[src/rtl/button_debouncer.sv]
// Push-button conditioner: synchronises a raw bouncing button, debounces it and
// derives a clean level, press/release/long-press pulses and a press-toggled level.
module button_debouncer #(
  parameter int unsigned DEBOUNCE_CYCLES   = 1000,
  parameter int unsigned LONG_PRESS_CYCLES = 50000,
  parameter bit          ACTIVE_LOW_BTN    = 1'b0
) (
  input  logic       clk,
  input  logic       reset,
  input  logic       btn_in,
  output logic       btn_level,
  output logic       press_pulse,
  output logic       release_pulse,
  output logic       long_press,
  output logic       toggle,
  output logic [1:0] dbg_state
);

  localparam int CW = (DEBOUNCE_CYCLES < 1) ? 1 : $clog2(DEBOUNCE_CYCLES + 1);
  localparam int HW = (LONG_PRESS_CYCLES < 1) ? 1 : $clog2(LONG_PRESS_CYCLES + 1);
  localparam logic [CW-1:0] CNT_LAST  = CW'(DEBOUNCE_CYCLES - 1);
  localparam logic [HW-1:0] HOLD_MAX  = HW'(LONG_PRESS_CYCLES);
  localparam logic [HW-1:0] HOLD_LAST = HW'(LONG_PRESS_CYCLES - 1);

  if (DEBOUNCE_CYCLES == 0) begin : g_bad_debounce
    $fatal(1, "button_debouncer: DEBOUNCE_CYCLES must be nonzero");
  end
  if (LONG_PRESS_CYCLES == 0) begin : g_bad_long_press
    $fatal(1, "button_debouncer: LONG_PRESS_CYCLES must be nonzero");
  end

  typedef enum logic [1:0] {
    RELEASED     = 2'd0,
    PRESS_WAIT   = 2'd1,
    PRESSED      = 2'd2,
    RELEASE_WAIT = 2'd3
  } state_t;

  state_t        state, state_nxt;
  logic [CW-1:0] cnt, cnt_nxt;
  logic [HW-1:0] hcnt, hcnt_nxt;
  logic [1:0]    sync;
  logic          btn_s;
  logic          commit_press, commit_release, long_fire;
  logic          level_nxt, toggle_nxt;

  // Flops reset to the idle raw level so reset never looks like a press.
  always_ff @(posedge clk) begin
    if (!reset) begin
      sync <= {2{ACTIVE_LOW_BTN}};
    end else begin
      sync <= {sync[0], btn_in};
    end
  end

  assign btn_s     = sync[1] ^ ACTIVE_LOW_BTN;
  assign dbg_state = state;

  always_ff @(posedge clk) begin
    if (!reset) begin
      state         <= RELEASED;
      cnt           <= '0;
      hcnt          <= '0;
      btn_level     <= 1'b0;
      press_pulse   <= 1'b0;
      release_pulse <= 1'b0;
      long_press    <= 1'b0;
      toggle        <= 1'b0;
    end else begin
      state         <= state_nxt;
      cnt           <= cnt_nxt;
      hcnt          <= hcnt_nxt;
      btn_level     <= level_nxt;
      press_pulse   <= commit_press;
      release_pulse <= commit_release;
      long_press    <= long_fire;
      toggle        <= toggle_nxt;
    end
  end

  always_comb begin
    state_nxt      = state;
    cnt_nxt        = cnt;
    hcnt_nxt       = hcnt;
    commit_press   = 1'b0;
    commit_release = 1'b0;
    long_fire      = 1'b0;

    // Hold time runs through release debouncing; saturation makes long_press one-shot.
    if ((state == PRESSED || state == RELEASE_WAIT) && hcnt != HOLD_MAX) begin
      hcnt_nxt  = hcnt + HW'(1);
      long_fire = (hcnt == HOLD_LAST);
    end

    case (state)
      RELEASED: begin
        if (btn_s) begin
          if (DEBOUNCE_CYCLES == 1) begin
            state_nxt    = PRESSED;
            cnt_nxt      = '0;
            commit_press = 1'b1;
          end else begin
            state_nxt = PRESS_WAIT;
            cnt_nxt   = CW'(1);
          end
        end
      end
      PRESS_WAIT: begin
        if (!btn_s) begin
          state_nxt = RELEASED;
          cnt_nxt   = '0;
        end else if (cnt == CNT_LAST) begin
          state_nxt    = PRESSED;
          cnt_nxt      = '0;
          commit_press = 1'b1;
        end else begin
          cnt_nxt = cnt + CW'(1);
        end
      end
      PRESSED: begin
        if (!btn_s) begin
          if (DEBOUNCE_CYCLES == 1) begin
            state_nxt      = RELEASED;
            cnt_nxt        = '0;
            commit_release = 1'b1;
          end else begin
            state_nxt = RELEASE_WAIT;
            cnt_nxt   = CW'(1);
          end
        end
      end
      RELEASE_WAIT: begin
        if (btn_s) begin
          state_nxt = PRESSED;
          cnt_nxt   = '0;
        end else if (cnt == CNT_LAST) begin
          state_nxt      = RELEASED;
          cnt_nxt        = '0;
          commit_release = 1'b1;
        end else begin
          cnt_nxt = cnt + CW'(1);
        end
      end
      default: begin
        state_nxt = RELEASED;
        cnt_nxt   = '0;
      end
    endcase

    if (commit_press) begin
      hcnt_nxt = '0;
    end
  end

  always_comb begin
    level_nxt = btn_level;
    if (commit_press) begin
      level_nxt = 1'b1;
    end else if (commit_release) begin
      level_nxt = 1'b0;
    end
    toggle_nxt = toggle ^ commit_press;
  end

endmodule
[config.mk]
export PLATFORM = sky130hd
export DESIGN_NAME = button_debouncer
export DESIGN_NICKNAME = d
export VERILOG_FILES = /design/src/rtl/button_debouncer.sv
export SDC_FILE = /design/constraint.sdc
export NUM_CORES = 1
export LEC_CHECK = 0
export ABC_CLOCK_PERIOD_IN_PS = 4100
export CORE_ASPECT_RATIO = 1.75
export CORE_MARGIN = 5
export CORE_UTILIZATION = 60
export CTS_CLUSTER_SIZE = 16
export DETAILED_ROUTE_END_ITERATION = 6
export PLACE_DENSITY = 0.9
export RECOVER_POWER = 25
export SLEW_MARGIN = 20
export SYNTH_ARGS = -nofsm -noshare
export SYNTH_HDL_FRONTEND = slang
export SYNTH_SLANG_ARGS = --single-unit
[constraint.sdc]
create_clock -name clk -period 4.1 [get_ports clk]
set_input_delay 0.615 -clock clk [delete_from_list [all_inputs] [get_ports clk]]
set_output_delay 0.615 -clock clk [all_outputs]
set_load 0.02 [all_outputs]
==> Flow_metrics.wiki, run 1 <==
{| class="wikitable"
! Metric !! Value
|-
| Portion of the post-synthesis area used by sequential elements || 42.1%
|-
| First-pass GRT wire length || 6530 um
|-
| Data required time of the worst path || 4260 ps
|-
| Netlist area before placement || 1660 um^2
|-
| Stage delay of the slowest cell on the critical path || 750 ps
|-
| CTS buffer count || 5
|-
| Cell internal power dissipation || 0.527 mW
|-
| Number of hold violations in the final report || 0
|-
| Net Sw Power || 0.141 mW
|-
| # setup viols final || 0
|-
| Worst-path clk slew || 70 ps
|-
| M2 GR Usage || 39.4%
|-
| Setup TNS || 0 ps
|-
| Worst hold slack || 451 ps
|-
| Antenna violations before repair || 0
|-
| Number of nets at the end of the flow || 205
|-
| Net switching fraction of the power || 21.1%
|-
| Most congested layer reported by global routing || met2
|-
| Cell at the root of the clock tree || sky130_fd_sc_hd__clkbuf_8
|-
| Io pins || 10
|-
| Detail Placement HPWL || 2760 um
|-
| Clock group share of total power || 46.3%
|-
| Via Count || 1447
|-
| Buf/Inv on CP || 0
|-
| Slew at the pin closest to its max-slew limit || 671 ps
|-
| Fraction of the core area covered by cells at the end of the flow || 68.5%
|-
| Data arrival at the endpoint of the critical path || 2570 ps
|-
| CTS-repair resized insts || 0
|-
| Placement Rows || 25
|-
| Power density over the cells || 363 nW/um^2
|-
| Status || finished clean
|-
| Critical-path cell with the highest stage delay || sky130_fd_sc_hd__or4_1
|-
| Adder-cell share of the synthesized area || 2.26%
|-
| H-tree levels || 2
|-
| CTS tree || built
|-
| Post-CTS Setup Bufs || 0
|-
| Count of state elements after synthesis || 35
|-
| Met1 routing resource usage after global routing || 18.8%
|-
| Mean routed wirelength per cell || 16.3 um
|-
| Maximum number of pins on one net before global-route repair || 17
|-
| Initial cell density of the core || 61.9%
|-
| Final Slew Violations || 0
|-
| Number of nets produced by synthesis || 198
|-
| Part of the total power dissipated in combinational logic || 2.4%
|-
| DRC violations left || 0
|-
| Combinational family with the most area after synthesis || simple AND/OR/NAND/NOR gates
|-
| Global placement routability congestion || 0.950
|-
| Number of max-cap violations || 0
|-
| Die area || 3970 um^2
|-
| Final cell count without fillers || 227
|-
| Leakage || 0.630 nW
|-
| Fraction of final layout cells sized beyond drive strength 1 || 5.00%
|-
| Post-synthesis average cell area || 8.67 um^2
|-
| # port buffers || 9
|-
| Vertical die dimension || 79.7 um
|-
| Signed area change from the synthesized netlist to the final layout || 10.8%
|-
| Maximum fanout along the worst path || 16
|-
| Min cycle time layout || 2410 ps
|-
| Worst skew pair latency || 290 ps
|-
| Beginning of the worst hold path || sync[0]$_SDFF_PN0_
|-
| Hold crit path type || reg2reg
|-
| Vias in the first global route || 1504
|-
| Sinks on Clock Net || 35
|-
| Worst Clk Skew || 5.98 ps
|-
| Iter 0 DRT Violations || 38
|-
| Worst ir drop on vdd || 0.329 mV
|-
| Diodes inserted || 0
|-
| Startpoint types || flop
|-
| Cell count after synthesis || 192
|-
| Unique masters post-synth || 40
|-
| Total grt overflow || 0
|-
| Final period util || 58.8%
|-
| Post-route antenna net violation count || 0
|-
| Type of the worst setup path || reg2reg
|-
| Share of the synthesized area in compound gates (AO/OA/AOI/OAI) || 13.3%
|-
| Number of hold buffers added after cts || 0
|-
| CP startpoint || cnt[1]$_SDFFE_PN0P_
|-
| Multiplexer share of the synthesized area || 0.602%
|-
| Area fraction in and, or, nand and nor cells after synthesis || 30.7%
|-
| Post-Place Cells || 219
|-
| Clock Path Buffers || 2
|-
| Post-detailed-route via-to-cell ratio || 6.37
|-
| Worst rel slew slack || 55.3%
|-
| Post-synthesis xor/xnor area fraction || 6.84%
|-
| Startpoint of the most critical register-to-register path || cnt[1]$_SDFFE_PN0P_
|-
| Number of synthesis warnings || 0
|-
| Unrepaired setup endpoints after global routing || no
|-
| Family with the most delay on the worst path || simple AND/OR/NAND/NOR gates
|-
| Total track usage || 20.8%
|-
| Relative contribution of sequential cells to total power || 51.4%
|-
| Core Area || 2690 um^2
|-
| Maximum frequency from static timing analysis || 0.415 GHz
|-
| Router iterations before antenna repair || 4
|-
| Global Route met3 Usage || 5.42%
|-
| Capturing element type of the critical path || flop
|-
| Ordered cell list for the critical path || ha_1, nand4_1, or4_1, o31ai_4, nor2_1
|-
| Die Span X || 49.8 um
|-
| WL final || 3700 um
|}
[power by group through the flow]
stage	Clock (mW)	Combinational, mW	Sequential (mW)
after global routing	0.330	0.0175	0.343
final	0.309	0.0158	0.343
after global placement	0	0.0149	0.351
after detailed placement	0	0.0156	0.351
after CTS	0.314	0.0159	0.343
after floorplan	0	0.0112	0.351
[stage by stage]
step	worst slack, ps	power, mW	cell area (um^2)
4_1_cts	1840	0.673	1850
3_3_place_gp	1930	0.366	1740
6_report	1690	0.668	1840
2_1_floorplan	2280	0.362	1660
5_1_grt	1490	0.691	1840
3_5_place_dp	1860	0.367	1740
[synth_stat cells, drive strengths merged]
cell type  number  area, um^2
nand4b          2        17.5
nor3            4        20.0
o41ai           1        8.76
o31ai           1        21.3
o211ai          5        37.5
a21oi           9        45.0
xnor2           2        17.5
and4            7        61.3
nor2b           1        6.26
nor4bb          1        10.0
o311ai          1        8.76
or3             2        12.5
ha              3        37.5
a31oi           5        31.3
nand4          10        62.6
nand3          12        60.1
nor2           15        56.3
nor4            3        25.0
a22oi           1        7.51
nand2          19        71.3
and2            4        25.0
inv             6        22.5
and3            3        18.8
o21ai           9        45.0
xor2           11        96.3
clkbuf          3        12.5
dfxtp          35         701
or4             1        11.3
buf             6        35.0
or4b            1        10.0
or3b            1        8.76
mux2i           1        10.0
nand2b          3        18.8
a41oi           1        8.76
nor3b           2        15.0
o21a            1        7.51
[layer usage]
metal | wire, um | share of wire, % | up-vias
li1 | - | - | 712
met1 | 1310 | 35 | 695
met2 | 2140 | 58 | 26
met3 | 126 | 3.4 | 14
met4 | 124 | 3.3 | 0
met5 | 0 | 0 | -
[area by class of cell]
class / count / area, um^2
Sequential cell: 35 / 701
Tap cell: 27 / 33.8
Clock inverter: 3 / 43.8
Clock buffer: 5 / 68.8
Fill cell: 208 / 847
Timing Repair Buffer: 9 / 90.1
Inverter: 6 / 22.5
Multi-Input combinational cell: 142 / 883
[placed cells by master (no fill, tap or decap), types with 4 or more instances in the layout]
cell | synthesis | final
sky130_fd_sc_hd__nand3_1 | 12 | 12
sky130_fd_sc_hd__nand4_1 | 10 | 10
sky130_fd_sc_hd__nand2_1 | 19 | 19
sky130_fd_sc_hd__clkbuf_8 | 0 | 5
sky130_fd_sc_hd__clkdlybuf4s50_1 | 0 | 8
sky130_fd_sc_hd__dfxtp_1 | 35 | 35
sky130_fd_sc_hd__inv_1 | 6 | 6
sky130_fd_sc_hd__xor2_1 | 11 | 11
sky130_fd_sc_hd__and4_1 | 7 | 7
sky130_fd_sc_hd__o21ai_0 | 9 | 9
sky130_fd_sc_hd__a31oi_1 | 5 | 5
sky130_fd_sc_hd__a21oi_1 | 9 | 9
sky130_fd_sc_hd__nor3_1 | 4 | 4
sky130_fd_sc_hd__o211ai_1 | 5 | 5
sky130_fd_sc_hd__nor2_1 | 15 | 15
[worst paths after layout]
kind                      endpoint  slack, ps  cells past startpoint
max reg2reg  hcnt[10]$_SDFFE_PP0N_       1690                      5
min reg2reg     sync[1]$_SDFF_PN0_        450                      1
min             sync[1]$_SDFF_PN0_        450                      1
max          hcnt[10]$_SDFFE_PP0N_       1690                      5
[cells by family (layout without fill, tap and decap cells)]
group,count (synthesis),count (layout)
buf+inv,15,23
flops,35,35
compound gates,34,34
xor+xnor,13,13
simple gates,91,91
mux,1,1
fa+ha+maj,3,3
[registers in the layout (all words and copies together) (netlist names), named ones only]
name and count:
btn_level 1, cnt 10, dbg_state 1, hcnt 16
long_press 1, press_pulse 1, release_pulse 1, sync 2
toggle 1
Power figures use the tool's default switching activity.
==> run 2, diff against run 1 <==
--- a/config.mk
+++ b/config.mk
@@ -5,13 +5,13 @@
 export SDC_FILE = /design/constraint.sdc
 export NUM_CORES = 1
 export LEC_CHECK = 0
-export ABC_CLOCK_PERIOD_IN_PS = 4100
+export ABC_CLOCK_PERIOD_IN_PS = 2100
 export CORE_ASPECT_RATIO = 1.75
 export CORE_MARGIN = 5
-export CORE_UTILIZATION = 60
+export CORE_UTILIZATION = 52
 export CTS_CLUSTER_SIZE = 16
 export DETAILED_ROUTE_END_ITERATION = 6
-export PLACE_DENSITY = 0.9
+export PLACE_DENSITY = 0.84
 export RECOVER_POWER = 25
 export SLEW_MARGIN = 20
 export SYNTH_ARGS = -nofsm -noshare
==> constraint.sdc (replaced) <==
create_clock -name clk -period 2.1 [get_ports clk]
set_input_delay 0.315 -clock clk [delete_from_list [all_inputs] [get_ports clk]]
set_output_delay 0.315 -clock clk [all_outputs]
set_load 0.02 [all_outputs]
==> run 2 against run 1 <==
Clock power up 71%. Core utilization fell by 6.7 points. First-iteration DRC count is 7.9% higher. Clock skew grew 2.0 ps. Combinational power grew to 2.5 times the previous value. Cell count is 10% higher. Sequential share of layout area decreased by 1.6 points. Worst setup slack lost 1500 ps. Via count grew 0.55%.
==> Flow_metrics.wiki, run 2 (synthesis results as in run 1) <==
{| class="wikitable"
! Metric !! Value
|-
| Status || finished clean
|-
| Number of nets at the end of the flow || 212 (+3.4%)
|-
| Die Span X || 52.8 um (+5.9%)
|-
| Setup TNS || 0 ps (unchanged)
|-
| Final cell count without fillers || 250 (+10%)
|-
| Type of the worst setup path || reg2reg
|-
| Startpoint types || flop
|-
| Worst-path clk slew || 70 ps (about the same)
|-
| Buf/Inv on CP || 1 (+1)
|-
| Io pins || 10 (unchanged)
|-
| DRC violations left || 0 (unchanged)
|-
| Iter 0 DRT Violations || 41 (+7.9%)
|-
| Largest register FFs || 16 (unchanged)
|-
| Power consumption || 1.24 mW (+85%)
|-
| Family with the most delay on the worst path || simple AND/OR/NAND/NOR gates
|-
| Number of max-cap violations || 0 (unchanged)
|-
| # setup viols final || 0 (unchanged)
|-
| Min cycle time layout || 1960 ps (-451 ps)
|-
| Initial cell density of the core || 53.5% (-8.3 points)
|-
| Total track usage || 18.1% (-2.6 points)
|-
| Die area || 4480 um^2 (+13%)
|-
| Fill count || 283 (+36%)
|-
| Router iterations before antenna repair || 4 (unchanged)
|-
| Number of hold buffers added after cts || 0 (unchanged)
|-
| Worst Clk Skew || 7.95 ps (+1.97 ps)
|-
| Hold crit path type || reg2reg
|-
| Clock Path Buffers || 2 (unchanged)
|-
| Vias in the first global route || 1443 (-4.1%)
|-
| Total grt overflow || 0 (unchanged)
|-
| Capturing element type of the critical path || flop
|-
| Worst hold slack || 439 ps (-12.5 ps)
|-
| Final period util || 93.3% (+35 points)
|-
| Commonest cells after routing, fill and taps aside || sky130_fd_sc_hd__dfxtp_1, sky130_fd_sc_hd__nand2_1, sky130_fd_sc_hd__nor2_1, sky130_fd_sc_hd__nand3_1, sky130_fd_sc_hd__xor2_1
|-
| Via Count || 1455 (+0.55%)
|-
| Post-Place Cells || 242 (+11%)
|-
| Worst ir drop on vdd || 0.548 mV (+67%)
|-
| Global placement routability congestion || 0.864 (-9.0%)
|-
| Critical-path cell with the highest stage delay || sky130_fd_sc_hd__or4_4
|-
| Antenna violations before repair || 0 (unchanged)
|-
| Stage delay of the slowest cell on the critical path || 610 ps (-140 ps)
|-
| Number of hold violations in the final report || 0 (unchanged)
|-
| Mean routed wirelength per cell || 14.1 um (-14%)
|-
| Data required time of the worst path || 2270 ps (-1990 ps)
|-
| CTS tree || built
|-
| Slew at the pin closest to its max-slew limit || 562 ps (-108 ps)
|-
| Vertical die dimension || 84.8 um (+6.5%)
|-
| WL final || 3520 um (-4.8%)
|-
| Worst rel slew slack || 62.2% (+6.9 points)
|-
| Data arrival at the endpoint of the critical path || 2130 ps (-440 ps)
|-
| Post-detailed-route via-to-cell ratio || 5.82 (-8.7%)
|-
| H-tree levels || 2 (unchanged)
|-
| Ordered cell list for the critical path || ha_1, nand4_1, or4_4, o31ai_4, buf_12, a21oi_1
|-
| Power density over the cells || 645 nW/um^2 (+78%)
|-
| Final Slew Violations || 0 (unchanged)
|-
| Placement Rows || 27 (+8.0%)
|-
| Cell at the root of the clock tree || sky130_fd_sc_hd__clkbuf_8
|-
| Unrepaired setup endpoints after global routing || no
|-
| Detail Placement HPWL || 2650 um (-4.1%)
|-
| Worst skew pair latency || 290 ps (about the same)
|-
| Most common cell after layout, fill and taps aside || sky130_fd_sc_hd__dfxtp_1
|-
| Core Area || 3110 um^2 (+16%)
|-
| Maximum frequency from static timing analysis || 0.510 GHz (+23%)
|-
| Leakage || 0.680 nW (+7.9%)
|-
| Signed area change from the synthesized netlist to the final layout || 15.5%
|-
| Post-CTS Setup Bufs || 0 (unchanged)
|-
| Sinks on Clock Net || 35 (unchanged)
|-
| Diodes inserted || 0 (unchanged)
|-
| # port buffers || 9 (unchanged)
|-
| CTS-repair resized insts || 0 (unchanged)
|-
| FF-to-FF setup slack || 140 ps (-1550 ps)
|-
| Most flops, register || hcnt
|-
| Top flop regs || hcnt: 16 flops, cnt: 10 flops, sync: 2 flops
|-
| First-pass GRT wire length || 6150 um (-5.8%)
|-
| Post-route antenna net violation count || 0 (unchanged)
|-
| Maximum fanout along the worst path || 16 (unchanged)
|-
| CTS buffer count || 5 (unchanged)
|-
| Fraction of final layout cells sized beyond drive strength 1 || 8.21% (+3.2 points)
|-
| Maximum number of pins on one net before global-route repair || 17 (unchanged)
|}
run 2: cell count changes in the layout (fill, tap and decap cells not counted), sizes merged:
cell and delta:
buf +6, clkdlybuf4s50 -5, dlygate4sd3 +5, clkbuf +4
clkinv -2, bufinv -1
run 2: stage by stage:
step / area, um^2 / utilization (%) / setup slack, ps
2_1_floorplan: 1660 / - / 279
3_3_place_gp: 1830 / 58.7 / 217
3_5_place_dp: 1830 / 58.7 / 152
4_1_cts: 1930 / 62.0 / 141
5_1_grt: 1920 / 61.8 / 49.5
6_report: 1920 / 61.8 / 141
run 2: area by class of cell:
class                           count  area [um^2]  area share (%)
Inverter                            6         22.5            1.17
Clock buffer                        8          100            5.21
Multi-Input combinational cell    142          893            46.5
Timing Repair Buffer               16          151            7.88
Sequential cell                    35          701            36.5
Tap cell                           43         53.8            2.80
run 2: report_power, final:
part | internal, mW | switching, mW | total [mW]
clock network | 0.299 | 0.230 | 0.529
registers | 0.667 | 0.00355 | 0.671
logic | 0.0173 | 0.0228 | 0.0400
total | 0.983 | 0.256 | 1.24
run 2: layer usage:
| layer | global-route usage [%] | part of all wire (%) |
|---|---|---|
| met1 | 18.7 | 37 |
| met2 | 31.2 | 56 |
| met3 | 4.75 | 2.2 |
| met4 | 11.2 | 4.6 |
| met5 | 0 | 0 |
run 2: final timing paths:
path | startpoint | to | cells after the start
worst max-delay path | cnt[0]$_SDFFE_PN0P_ | hcnt[1]$_SDFFE_PP0N_ | 6
worst min-delay path | sync[0]$_SDFF_PN0_ | sync[1]$_SDFF_PN0_ | 1
worst max register to register | cnt[0]$_SDFFE_PN0P_ | hcnt[1]$_SDFFE_PP0N_ | 6
worst min register to register | sync[0]$_SDFF_PN0_ | sync[1]$_SDFF_PN0_ | 1
